[config.mk]
export PLATFORM = sky130hd
export DESIGN_NAME = uart_byte_tx
export DESIGN_NICKNAME = d
export VERILOG_FILES = /design/src/rtl/uart_pkg.sv /design/src/rtl/uart_baud_gen.sv /design/src/rtl/uart_byte_tx.sv
export SDC_FILE = /design/constraint.sdc
export NUM_CORES = 1
export LEC_CHECK = 0
export ABC_AREA = 1
export ABC_CLOCK_PERIOD_IN_PS = 2350
export CAP_MARGIN = 25
export CORE_MARGIN = 2
export CORE_UTILIZATION = 32
export DETAILED_ROUTE_END_ITERATION = 8
export SYNTH_ARGS = -nofsm -noshare
export SYNTH_HDL_FRONTEND = slang
export SYNTH_SLANG_ARGS = --single-unit
export TNS_END_PERCENT = 50
[constraint.sdc]
create_clock -name clk_in -period 2.35 [get_ports clk_in]
set_input_delay 0.3525 -clock clk_in [delete_from_list [all_inputs] [get_ports clk_in]]
set_output_delay 0.3525 -clock clk_in [all_outputs]
set_load 0.01 [all_outputs]
[src/rtl/uart_pkg.sv]
// -----------------------------------------------------------------------------
// uart_pkg
// Shared definitions for the UART transmit and receive paths.
//   tx_state_t      : frame state encoding (IDLE/START/DATA/PARITY/STOP)
//   BAUD_CNT_W      : width of the per-bit clock counter
//   calc_bit_cycles : system clocks per line bit (integer division)
//   stop_bits_legal : 1 when a STOP_BITS value is supported (1 or 2)
// No ports; imported by the transmitter and receiver modules.
// -----------------------------------------------------------------------------
package uart_pkg;

    typedef enum logic [2:0] {
        IDLE   = 3'd0,
        START  = 3'd1,
        DATA   = 3'd2,
        PARITY = 3'd3,
        STOP   = 3'd4
    } tx_state_t;

    localparam int BAUD_CNT_W = 16;

    function automatic int calc_bit_cycles(input int clk_freq, input int baud_rate);
        return clk_freq / baud_rate;
    endfunction

    function automatic bit stop_bits_legal(input int stop_bits);
        return (stop_bits == 1) || (stop_bits == 2);
    endfunction

endpackage

[src/rtl/uart_baud_gen.sv]
// -----------------------------------------------------------------------------
// uart_baud_gen
// Enable-gated bit-period counter. Counts 0..CYCLES-1 while enabled, wraps,
// and is held at 0 while disabled. o_bit_tick is high for the one cycle in
// which the count equals CYCLES-1 (the bit boundary).
// Ports:
//   clk_in     : system clock, rising edge
//   rst_in     : asynchronous active-high reset
//   i_en       : count enable; low clears the counter
//   o_bit_tick : one-cycle pulse at the last clock of each bit period
// -----------------------------------------------------------------------------
module uart_baud_gen
    import uart_pkg::*;
#(
    parameter int CYCLES = 16
) (
    input  logic clk_in,
    input  logic rst_in,
    input  logic i_en,
    output logic o_bit_tick
);

    logic [BAUD_CNT_W-1:0] r_count;
    logic                  w_at_end;

    assign w_at_end   = (r_count == BAUD_CNT_W'(CYCLES - 1));
    assign o_bit_tick = i_en && w_at_end;

    // NOTE: sequential state uses non-blocking assignments so every flop
    // samples pre-edge values regardless of block evaluation order.
    always_ff @(posedge clk_in or posedge rst_in) begin
        if (rst_in) begin
            r_count <= '0;
        end else if (!i_en || w_at_end) begin
            r_count <= '0;
        end else begin
            r_count <= r_count + 1'b1;
        end
    end

endmodule

[src/rtl/uart_byte_tx.sv]
// -----------------------------------------------------------------------------
// uart_byte_tx
// UART byte transmitter: one byte per start handshake, sent LSB first as
// start bit, 8 data bits, optional parity bit and 1 or 2 stop bits.
// Ports:
//   clk_in   : system clock, rising edge
//   rst_in   : asynchronous active-high reset; aborts a frame in flight
//   tx_data  : byte to send, sampled only in the accept cycle
//   tx_start : request, accepted in any cycle where tx_busy is low
//   tx_busy  : high from the cycle after accept through the last stop cycle
//   tx_done  : one-cycle pulse in the cycle IDLE is re-entered
//   rs232_tx : registered serial line, idle high
// -----------------------------------------------------------------------------
module uart_byte_tx
    import uart_pkg::*;
#(
    parameter int CLK_FREQ   = 50000000,
    parameter int BAUD_RATE  = 9600,
    parameter int PARITY_EN  = 0,
    parameter int PARITY_ODD = 0,
    parameter int STOP_BITS  = 1
) (
    input  logic       clk_in,
    input  logic       rst_in,
    input  logic [7:0] tx_data,
    input  logic       tx_start,
    output logic       tx_busy,
    output logic       tx_done,
    output logic       rs232_tx
);

    localparam int BIT_CYCLES = calc_bit_cycles(CLK_FREQ, BAUD_RATE);
    localparam bit P_ODD      = (PARITY_ODD != 0);
    localparam bit P_EN       = (PARITY_EN != 0);
    localparam bit TWO_STOP   = (STOP_BITS == 2);

    if (!stop_bits_legal(STOP_BITS)) begin : g_bad_stop_bits
        $fatal(1, "uart_byte_tx: STOP_BITS must be 1 or 2");
    end
    if (BIT_CYCLES < 1 || BIT_CYCLES > (1 << BAUD_CNT_W)) begin : g_bad_bit_cycles
        $fatal(1, "uart_byte_tx: CLK_FREQ/BAUD_RATE out of counter range");
    end

    tx_state_t  r_state;
    logic [7:0] r_shift;
    logic [2:0] r_bit_idx;
    logic       r_stop_idx;
    logic       r_parity;
    logic       r_tx;
    logic       r_busy;
    logic       r_done;
    logic       w_baud_en;
    logic       w_bit_tick;

    assign w_baud_en = (r_state != IDLE);

    uart_baud_gen #(
        .CYCLES (BIT_CYCLES)
    ) u_baud_gen (
        .clk_in     (clk_in),
        .rst_in     (rst_in),
        .i_en       (w_baud_en),
        .o_bit_tick (w_bit_tick)
    );

    always_ff @(posedge clk_in or posedge rst_in) begin
        if (rst_in) begin
            r_state    <= IDLE;
            r_shift    <= '0;
            r_bit_idx  <= '0;
            r_stop_idx <= 1'b0;
            r_parity   <= 1'b0;
            r_tx       <= 1'b1;
            r_busy     <= 1'b0;
            r_done     <= 1'b0;
        end else begin
            r_done <= 1'b0;
            case (r_state)
                IDLE: begin
                    if (tx_start) begin
                        r_shift    <= tx_data;
                        r_parity   <= (^tx_data) ^ P_ODD;
                        r_bit_idx  <= '0;
                        r_stop_idx <= 1'b0;
                        r_tx       <= 1'b0;
                        r_busy     <= 1'b1;
                        r_state    <= START;
                    end
                end
                START: begin
                    // Present bit 0 at the end of the start bit, then keep
                    // the next data bit waiting in r_shift[0].
                    if (w_bit_tick) begin
                        r_tx    <= r_shift[0];
                        r_shift <= {1'b0, r_shift[7:1]};
                        r_state <= DATA;
                    end
                end
                DATA: begin
                    if (w_bit_tick) begin
                        if (r_bit_idx == 3'd7) begin
                            r_bit_idx <= '0;
                            if (P_EN) begin
                                r_tx    <= r_parity;
                                r_state <= PARITY;
                            end else begin
                                r_tx    <= 1'b1;
                                r_state <= STOP;
                            end
                        end else begin
                            r_tx      <= r_shift[0];
                            r_shift   <= {1'b0, r_shift[7:1]};
                            r_bit_idx <= r_bit_idx + 3'd1;
                        end
                    end
                end
                PARITY: begin
                    if (w_bit_tick) begin
                        r_tx    <= 1'b1;
                        r_state <= STOP;
                    end
                end
                STOP: begin
                    if (w_bit_tick) begin
                        if (!TWO_STOP || r_stop_idx) begin
                            r_stop_idx <= 1'b0;
                            r_busy     <= 1'b0;
                            r_done     <= 1'b1;
                            r_state    <= IDLE;
                        end else begin
                            r_stop_idx <= 1'b1;
                        end
                    end
                end
                default: begin
                    r_tx    <= 1'b1;
                    r_busy  <= 1'b0;
                    r_state <= IDLE;
                end
            endcase
        end
    end

    assign rs232_tx = r_tx;
    assign tx_busy  = r_busy;
    assign tx_done  = r_done;

endmodule

==> results.txt, run 1 <==
----------------------------------------------------
[Setup path]
  Startpoint kind of the worst setup timing path ... flip-flop
  Required time at the endpoint of the critical path ... around 2.0 ns
  Highest net fanout along the worst path ... 2
  Sequence of cells on the critical path ... clkdlybuf4s50_1
  Critical R2R Launch ... r_bit_idx[0]
  Reg2Reg Setup Slack ... 0.72 ns
  Data arrival, critical path ... roughly 1.3 ns
  Buffers and inverters on the worst path ... 1
  Endpoint kind of the worst setup timing path ... primary output
  Cell family with most CP delay ... flip-flops
  Delay of the slowest cell on the worst path ... about 0.53 ns
  Endpoint of the worst-slack reg-to-reg timing path ... r_shift[4]
  Cell with the biggest individual delay on the critical path ... sky130_fd_sc_hd__dfstp_2
  Kind of critical path ... reg -> out
  Depth of the worst register-to-register path ... 8

[Timing]
  Post-Route Skew ... 0.01160 ns
  Number of setup violations in the final report ... 0
  Max-slew violations ... 0
  Actual slew at the worst max-slew pin ... between 0.4 and 0.5 ns
  Sum Neg Setup Slack ... 0 ns
  RSZ-0062 raised after global routing ... false
  Final clock period utilization by the worst path ... between 70% and 80%
  Maximum achievable frequency ... a little under 600 MHz
  Slew margin rel. ... 72.25%
  Shortest period the worst path allows ... between 1.5 and 2 ns
  Final hold violation count ... 0

[Yosys]
  Fraction of registers with async set/reset ... between 90% and 100%
  Post-synthesis sequential area ratio ... between 40 and 50%
  Count of different cell masters after synthesis ... 29
  Total of warnings raised by yosys ... 0
  Cell Area, Synth ... 1859 µm²
  Seq cells post-synth ... 33
  Post-synthesis net count ... roughly 250
  Most instantiated flip-flop cell in the synthesis netlist ... sky130_fd_sc_hd__dfrtp_1
  Post-Synthesis Mean Instance Area ... approximately 8.0 µm²
  Post-synth EDFFs ... 0
  Number of instances in the synthesized netlist ... about 230

[Layout]
  Top library cells by usage in the layout, fill and taps aside ... sky130_fd_sc_hd__nand2_1 (47), sky130_fd_sc_hd__dfrtp_1 (32), sky130_fd_sc_hd__inv_1 (29), sky130_fd_sc_hd__nor2_1 (29), sky130_fd_sc_hd__clkdlybuf4s50_1 (13)
  Leading cell type in the layout, fill and taps excluded ... sky130_fd_sc_hd__nand2_1
  Layout area overhead ... 15.28%
  Number of antenna diodes ... 0
  Ratio of cells with drive above 1 in the final layout ... around a fifth
  Count of fill cells added during filler insertion ... about 580
  Final nets ... 265
  Area of all placed cells without fillers ... 2143 µm²

[Detailed routing]
  Avg WL per Cell ... 10.57 µm
  DRC violation count after routing ... 0
  Detailed-route wire length ... approximately 3400 µm
  Vias after detailed routing ... 1,469
  Via density ... around 4.5
  Initial DRC count ... between 90 and 100
  First drt pass iteration count ... 4
  Antenna Nets Post-Route ... 0

[GRT]
  Overall fraction of global-route tracks in use ... 12.51%
  Pin count of the biggest net entering global routing ... 34
  Grt ovf ... 0
  Number of global-route vias before repair ... 1,425
  Wire length of the first global-routing pass ... roughly 6200 µm
  Number of antenna violations at the first check in global routing ... 0

[Floorplanning]
  Vertical extent of the die ... 80.23 µm
  Initial standard-cell utilization of the core ... about a third
  Die width ... about 80 µm
  Area inside the core boundary ... 5574 µm²
  Number of top-level pins ... 14
  Row cnt ... 27
  Die Area ... 6436 µm²

[Clock network]
  Number of clock buffers inserted by TritonCTS ... 5
  Postcts setup bufs ... 0
  Clock Path Buffers ... 2
  Clock slew at the register clock pins of the worst setup and hold paths ... roughly 0.070 ns
  Resized cells post-CTS ... 0
  CTS root buffer ... sky130_fd_sc_hd__clkbuf_8
  Cts-stage hold buffer count ... 0
  Maximum level of the CTS H-tree ... 2
  Total number of clock tree sinks ... 33
  Clock Latency Late Sink ... slightly below 0.3 ns
  TritonCTS clock tree ... done

[Placed design]
  RePlAce Congestion ... 0.8800
  Port Buffers ... 13
  Total placed instance area ... between 2000 and 2500 µm²
  Placed wire-length estimate after detailed placement ... 2516 µm

[Run]
  Maximum Capacitance Violations ... 0

[Power and ir drop]
  Power density relative to cell area ... just over 1000 nW/µm²
  Lkg Pwr ... approximately 0.97 nW
  VDD IR max ... 0.0005593 V

[Hold path]
  Tightest Hold Check Type ... in -> async

[Outcome]
  Run status ... complete, no violations

----------------------------------------------------
[worst max path at each step]
| stage | start | endpoint | slack (ns) | cells after the start |
|---|---|---|---|---|
| floorplan | r_bit_idx[0] | r_shift[0] | 0.81 | 9 |
| global placement | r_bit_idx[0] | r_shift[5] | 0.75 | 8 |
| detailed placement | r_bit_idx[0] | r_shift[4] | 0.72 | 8 |
| CTS | rs232_tx | rs232_tx | 0.64 | 1 |
| global route | r_bit_idx[0] | r_shift[4] | 0.52 | 8 |
| finish | rs232_tx | rs232_tx | 0.66 | 1 |
[Yosys cell counts, types with 4 or more instances]
master                    number  area [µm²]
sky130_fd_sc_hd__inv_1        29       108.9
sky130_fd_sc_hd__a21oi_1       6       30.03
sky130_fd_sc_hd__nor2_1       29       108.9
sky130_fd_sc_hd__nand2_1      47       176.4
sky130_fd_sc_hd__o21ai_2       8       70.07
sky130_fd_sc_hd__o21ai_1      10       50.05
sky130_fd_sc_hd__dfrtp_1      32       800.8
sky130_fd_sc_hd__nor3_1       10       50.05
sky130_fd_sc_hd__inv_2         8       30.03
sky130_fd_sc_hd__nand2_2       8       50.05
sky130_fd_sc_hd__nor2_2        4       25.02
sky130_fd_sc_hd__nand3_1       9       45.04
[sequential cells by signal, indices dropped and copies added (netlist names)]
register / flops
u_baud_gen.r_count: 16
r_shift: 8
r_bit_idx: 3
r_state: 3
rs232_tx: 1
tx_busy: 1
tx_done: 1
[layout make-up]
| type | instances | area (µm²) | area share [%] |
|---|---|---|---|
| Inverter | 37 | 138.9 | 6.480 |
| Multi-Input combinational cell | 160 | 867.1 | 40.46 |
| Sequential cell | 33 | 827.0 | 38.59 |
| Timing Repair Buffer | 14 | 137.6 | 6.421 |
| Tap cell | 72 | 90.09 | 4.203 |
| Clock buffer | 6 | 72.57 | 3.386 |
| Clock inverter | 2 | 10.01 | 0.4670 |
[where the power goes]
| group | internal (mW) | switching (mW) |
|---|---|---|
| clock | 0.205 | 0.210 |
| combinational | 0.348 | 0.613 |
| sequential | 0.720 | 0.0985 |
[cells by family after synthesis]
group	count (synthesis)	share of synthesized area, %
buffers and inverters	40	8.882
AND/OR/NAND/NOR	122	32.10
AO/OA/AOI/OAI	30	10.16
adder cells (fa/ha/maj)	3	2.019
XOR/XNOR	5	2.356
flip-flops	33	44.48
[metal layers]
metal,share of wire (%),track usage (%)
met1,49,15.33
met5,0,0
met3,3.3,3.034
met2,45,20.17
met4,2.8,6.780
[through the flow]
step	instances	worst slack, ns	utilization, %	total power, mW	hold WS, ns
after CTS	324	0.6414	38.45	2.236	0.4583
after floorplan	233	0.8140	-	1.652	0.4316
after global routing	324	0.5246	38.45	2.414	0.4864
final	324	0.6562	38.45	2.195	0.4478
after global placement	316	0.7511	36.97	1.790	0.4434
after detailed placement	316	0.7235	36.97	1.802	0.4496
(Power assumes the default switching activity.)
==> run 2, diff against run 1 <==
--- a/config.mk
+++ b/config.mk
@@ -6,7 +6,7 @@
 export NUM_CORES = 1
 export LEC_CHECK = 0
 export ABC_AREA = 1
-export ABC_CLOCK_PERIOD_IN_PS = 2350
+export ABC_CLOCK_PERIOD_IN_PS = 1700
 export CAP_MARGIN = 25
 export CORE_MARGIN = 2
 export CORE_UTILIZATION = 32
==> constraint.sdc (replaced) <==
create_clock -name clk_in -period 1.7 [get_ports clk_in]
set_input_delay 0.255 -clock clk_in [delete_from_list [all_inputs] [get_ports clk_in]]
set_output_delay 0.255 -clock clk_in [all_outputs]
set_load 0.01 [all_outputs]
==> results.txt, run 2 (synthesis gave the netlist of run 1 again) <==
----------------------------------------------------
[Outcome]
  Run status ... complete, no violations

[Detailed routing]
  Detailed-route wire length ... 3536 µm (+3.2%)
  Avg WL per Cell ... 10.68 µm (+1.1%)
  Via density ... 4.583 (+1.1%)
  Initial DRC count ... 63 (-35%)
  Antenna Nets Post-Route ... 0 (unchanged)
  First drt pass iteration count ... 4 (unchanged)
  Vias after detailed routing ... 1,517 (+3.3%)
  DRC violation count after routing ... 0 (unchanged)

[Timing]
  Final Hold Slack ... 0.3570 ns (-0.09077 ns)
  Number of setup violations in the final report ... 0 (unchanged)
  Final hold violation count ... 0 (unchanged)
  Maximum achievable frequency ... 626.1 MHz
  Sum Neg Setup Slack ... 0 ns (unchanged)
  Post-Route Skew ... 0.006500 ns (-0.005098 ns)
  RSZ-0062 raised after global routing ... true
  Slew margin rel. ... 72.22% (about the same)
  Post-route setup slack ... 0.1028 ns (-0.5534 ns)
  Shortest period the worst path allows ... 1.597 ns
  Actual slew at the worst max-slew pin ... 0.4167 ns (+0.0003707 ns)
  Final clock period utilization by the worst path ... a little over nine tenths
  Max-slew violations ... 0 (unchanged)

[Setup path]
  Launch point of the worst path ... r_bit_idx[0]
  Capture point of the worst path ... r_shift[6]
  Cell with the biggest individual delay on the critical path ... sky130_fd_sc_hd__dfrtp_1
  Sequence of cells on the critical path ... ha_1 -> ha_1 -> o21ai_0 -> nand2_1 -> nor2_4 -> nand2_4 -> nand2_1 -> o21ai_2
  Highest net fanout along the worst path ... 8 (+6)
  Endpoint kind of the worst setup timing path ... flip-flop
  Delay of the slowest cell on the worst path ... 0.39 ns (-0.14 ns)
  Endpoint of the worst-slack reg-to-reg timing path ... r_shift[6]
  Data arrival, critical path ... 1.77 ns (+0.43 ns)
  Startpoint kind of the worst setup timing path ... flip-flop
  Depth of the worst register-to-register path ... 8 (unchanged)
  Required time at the endpoint of the critical path ... 1.87 ns (-0.13 ns)
  Kind of critical path ... reg -> reg
  Reg2Reg Setup Slack ... 0.10 ns (-0.62 ns)
  Critical R2R Launch ... r_bit_idx[0]

[Layout]
  Finished Core Util ... 40.00% (+1.5 points)
  Top Registers ... u_baud_gen.r_count: 16 flops, r_shift: 8 flops
  Number of antenna diodes ... 0 (unchanged)
  Layout area overhead ... 19.92%
  Number of flip-flops under the largest register name ... 16 (unchanged)
  Final nets ... 273 (+3.0%)
  Top library cells by usage in the layout, fill and taps aside ... sky130_fd_sc_hd__nand2_1 (47), sky130_fd_sc_hd__dfrtp_1 (32), sky130_fd_sc_hd__inv_1 (29), sky130_fd_sc_hd__nor2_1 (29), sky130_fd_sc_hd__clkdlybuf4s50_1 (13)
  Leading cell type in the layout, fill and taps excluded ... sky130_fd_sc_hd__nand2_1
  Register with the most flip-flops ... u_baud_gen.r_count
  Sequential cell area ... 827.0 µm² (unchanged)
  Count of fill cells added during filler insertion ... 546 (-6.5%)
  Ratio of cells with drive above 1 in the final layout ... 20.85% (+2.2 points)
  Area of the multi-input gates ... 897.1 µm² (+3.5%)

[Clock network]
  Clock slew at the register clock pins of the worst setup and hold paths ... 0.07 ns (about the same)
  TritonCTS clock tree ... done
  Number of clock buffers inserted by TritonCTS ... 5 (unchanged)
  Maximum level of the CTS H-tree ... 2 (unchanged)
  Clock Path Buffers ... 2 (unchanged)
  Cts-stage hold buffer count ... 0 (unchanged)
  Total number of clock tree sinks ... 33 (unchanged)
  CTS root buffer ... sky130_fd_sc_hd__clkbuf_8
  Clock Latency Late Sink ... 0.28 ns (about the same)

[Run]
  Maximum Capacitance Violations ... 0 (unchanged)

[Floorplanning]
  Number of top-level pins ... 14 (unchanged)
  Vertical extent of the die ... 80.23 µm (unchanged)
  Die Area ... 6436 µm² (unchanged)
  Initial standard-cell utilization of the core ... 33.36% (unchanged)
  Row cnt ... 27 (unchanged)
  Die width ... 80.23 µm (unchanged)
  Area inside the core boundary ... 5574 µm² (unchanged)

[Power and ir drop]
  Lkg Pwr ... 1.031 nW (+6.3%)
  Power density relative to cell area ... 1460 nW/µm² (+43%)
  VDD IR max ... 0.001011 V (+81%)
  Final total power ... 3.256 mW (+48%)

[Placed design]
  RePlAce Congestion ... 0.8490 (-3.5%)
  Port Buffers ... 13 (unchanged)
  Setup slack at placement ... 0.07740 ns (-0.6461 ns)
  Placed wire-length estimate after detailed placement ... 2483 µm (-1.3%)

[GRT]
  Grt ovf ... 0 (unchanged)
  Pin count of the biggest net entering global routing ... 34 (unchanged)
  Number of antenna violations at the first check in global routing ... 0 (unchanged)
  Number of global-route vias before repair ... 1,474 (+3.4%)
  Overall fraction of global-route tracks in use ... 12.49% (-0.018 points)
  Wire length of the first global-routing pass ... 6237 µm (+1.1%)

[Hold path]
  Tightest Hold Check Type ... in -> async

----------------------------------------------------
-- run 2: cell types whose count changed in the layout (fill, tap and decap cells not counted), sizes merged --
cell | previous run | this run
clkinv | 2 | 0
clkbuf | 6 | 7
nand2 | 58 | 59
buf | 1 | 8
-- run 2: cell type report --
type                            instances  area share, %
Clock buffer                            7          3.872
Inverter                               37          6.229
Multi-Input combinational cell        161          40.24
Sequential cell                        33          37.09
Tap cell                               72          4.040
Timing Repair Buffer                   21          8.530
-- run 2: worst min path at each step --
stage,cells past startpoint,slack (ns),end
detailed placement,1,0.45,u_baud_gen.r_count[0]
finish,3,0.36,u_baud_gen.r_count[2]
global placement,1,0.44,u_baud_gen.r_count[0]
CTS,3,0.37,u_baud_gen.r_count[6]
global route,3,0.41,u_baud_gen.r_count[6]
floorplan,2,0.37,r_shift[7]
-- run 2: layer usage --
layer / wire (µm) / global-route usage [%] / up-vias
met1: 1724 / 15.28 / 696
met2: 1619 / 20.92 / 30
li1: - / - / 785
met5: 0 / 0 / -
met4: 71 / 5.763 / 0
met3: 121 / 2.697 / 6
-- run 2: power by group --
group	total [mW]	internal [mW]	leakage, nW	switching, mW
Sequential	1.13	0.996	0.434	0.137
Clock	0.602	0.321	0.0443	0.280
Combinational	1.52	0.596	0.553	0.926
Total	3.26	1.91	1.03	1.34
-- run 2: stage by stage --
step,cells,cell area [µm²]
2_1_floorplan,233,1859
3_3_place_gp,319,2083
3_5_place_dp,319,2083
4_1_cts,326,2170
5_1_grt,331,2230
6_report,331,2230
-- run 2: worst max-delay path, delay by kind of cell (launching register included) --
kind            cells  cell delay, ns
compound gates      2            0.20
flops               1            0.39
simple gates        4            0.49
fa+ha+maj           2            0.40
-- run 2: what timing repair did --
| item | 4_1_cts | 5_1_grt |
|---|---|---|
| hold endpoints to repair | 0 | 0 |
| setup endpoints to repair | 0 | 11 |
| setup buffers | 0 | 4 |
| gates resized for setup | 0 | 4 |
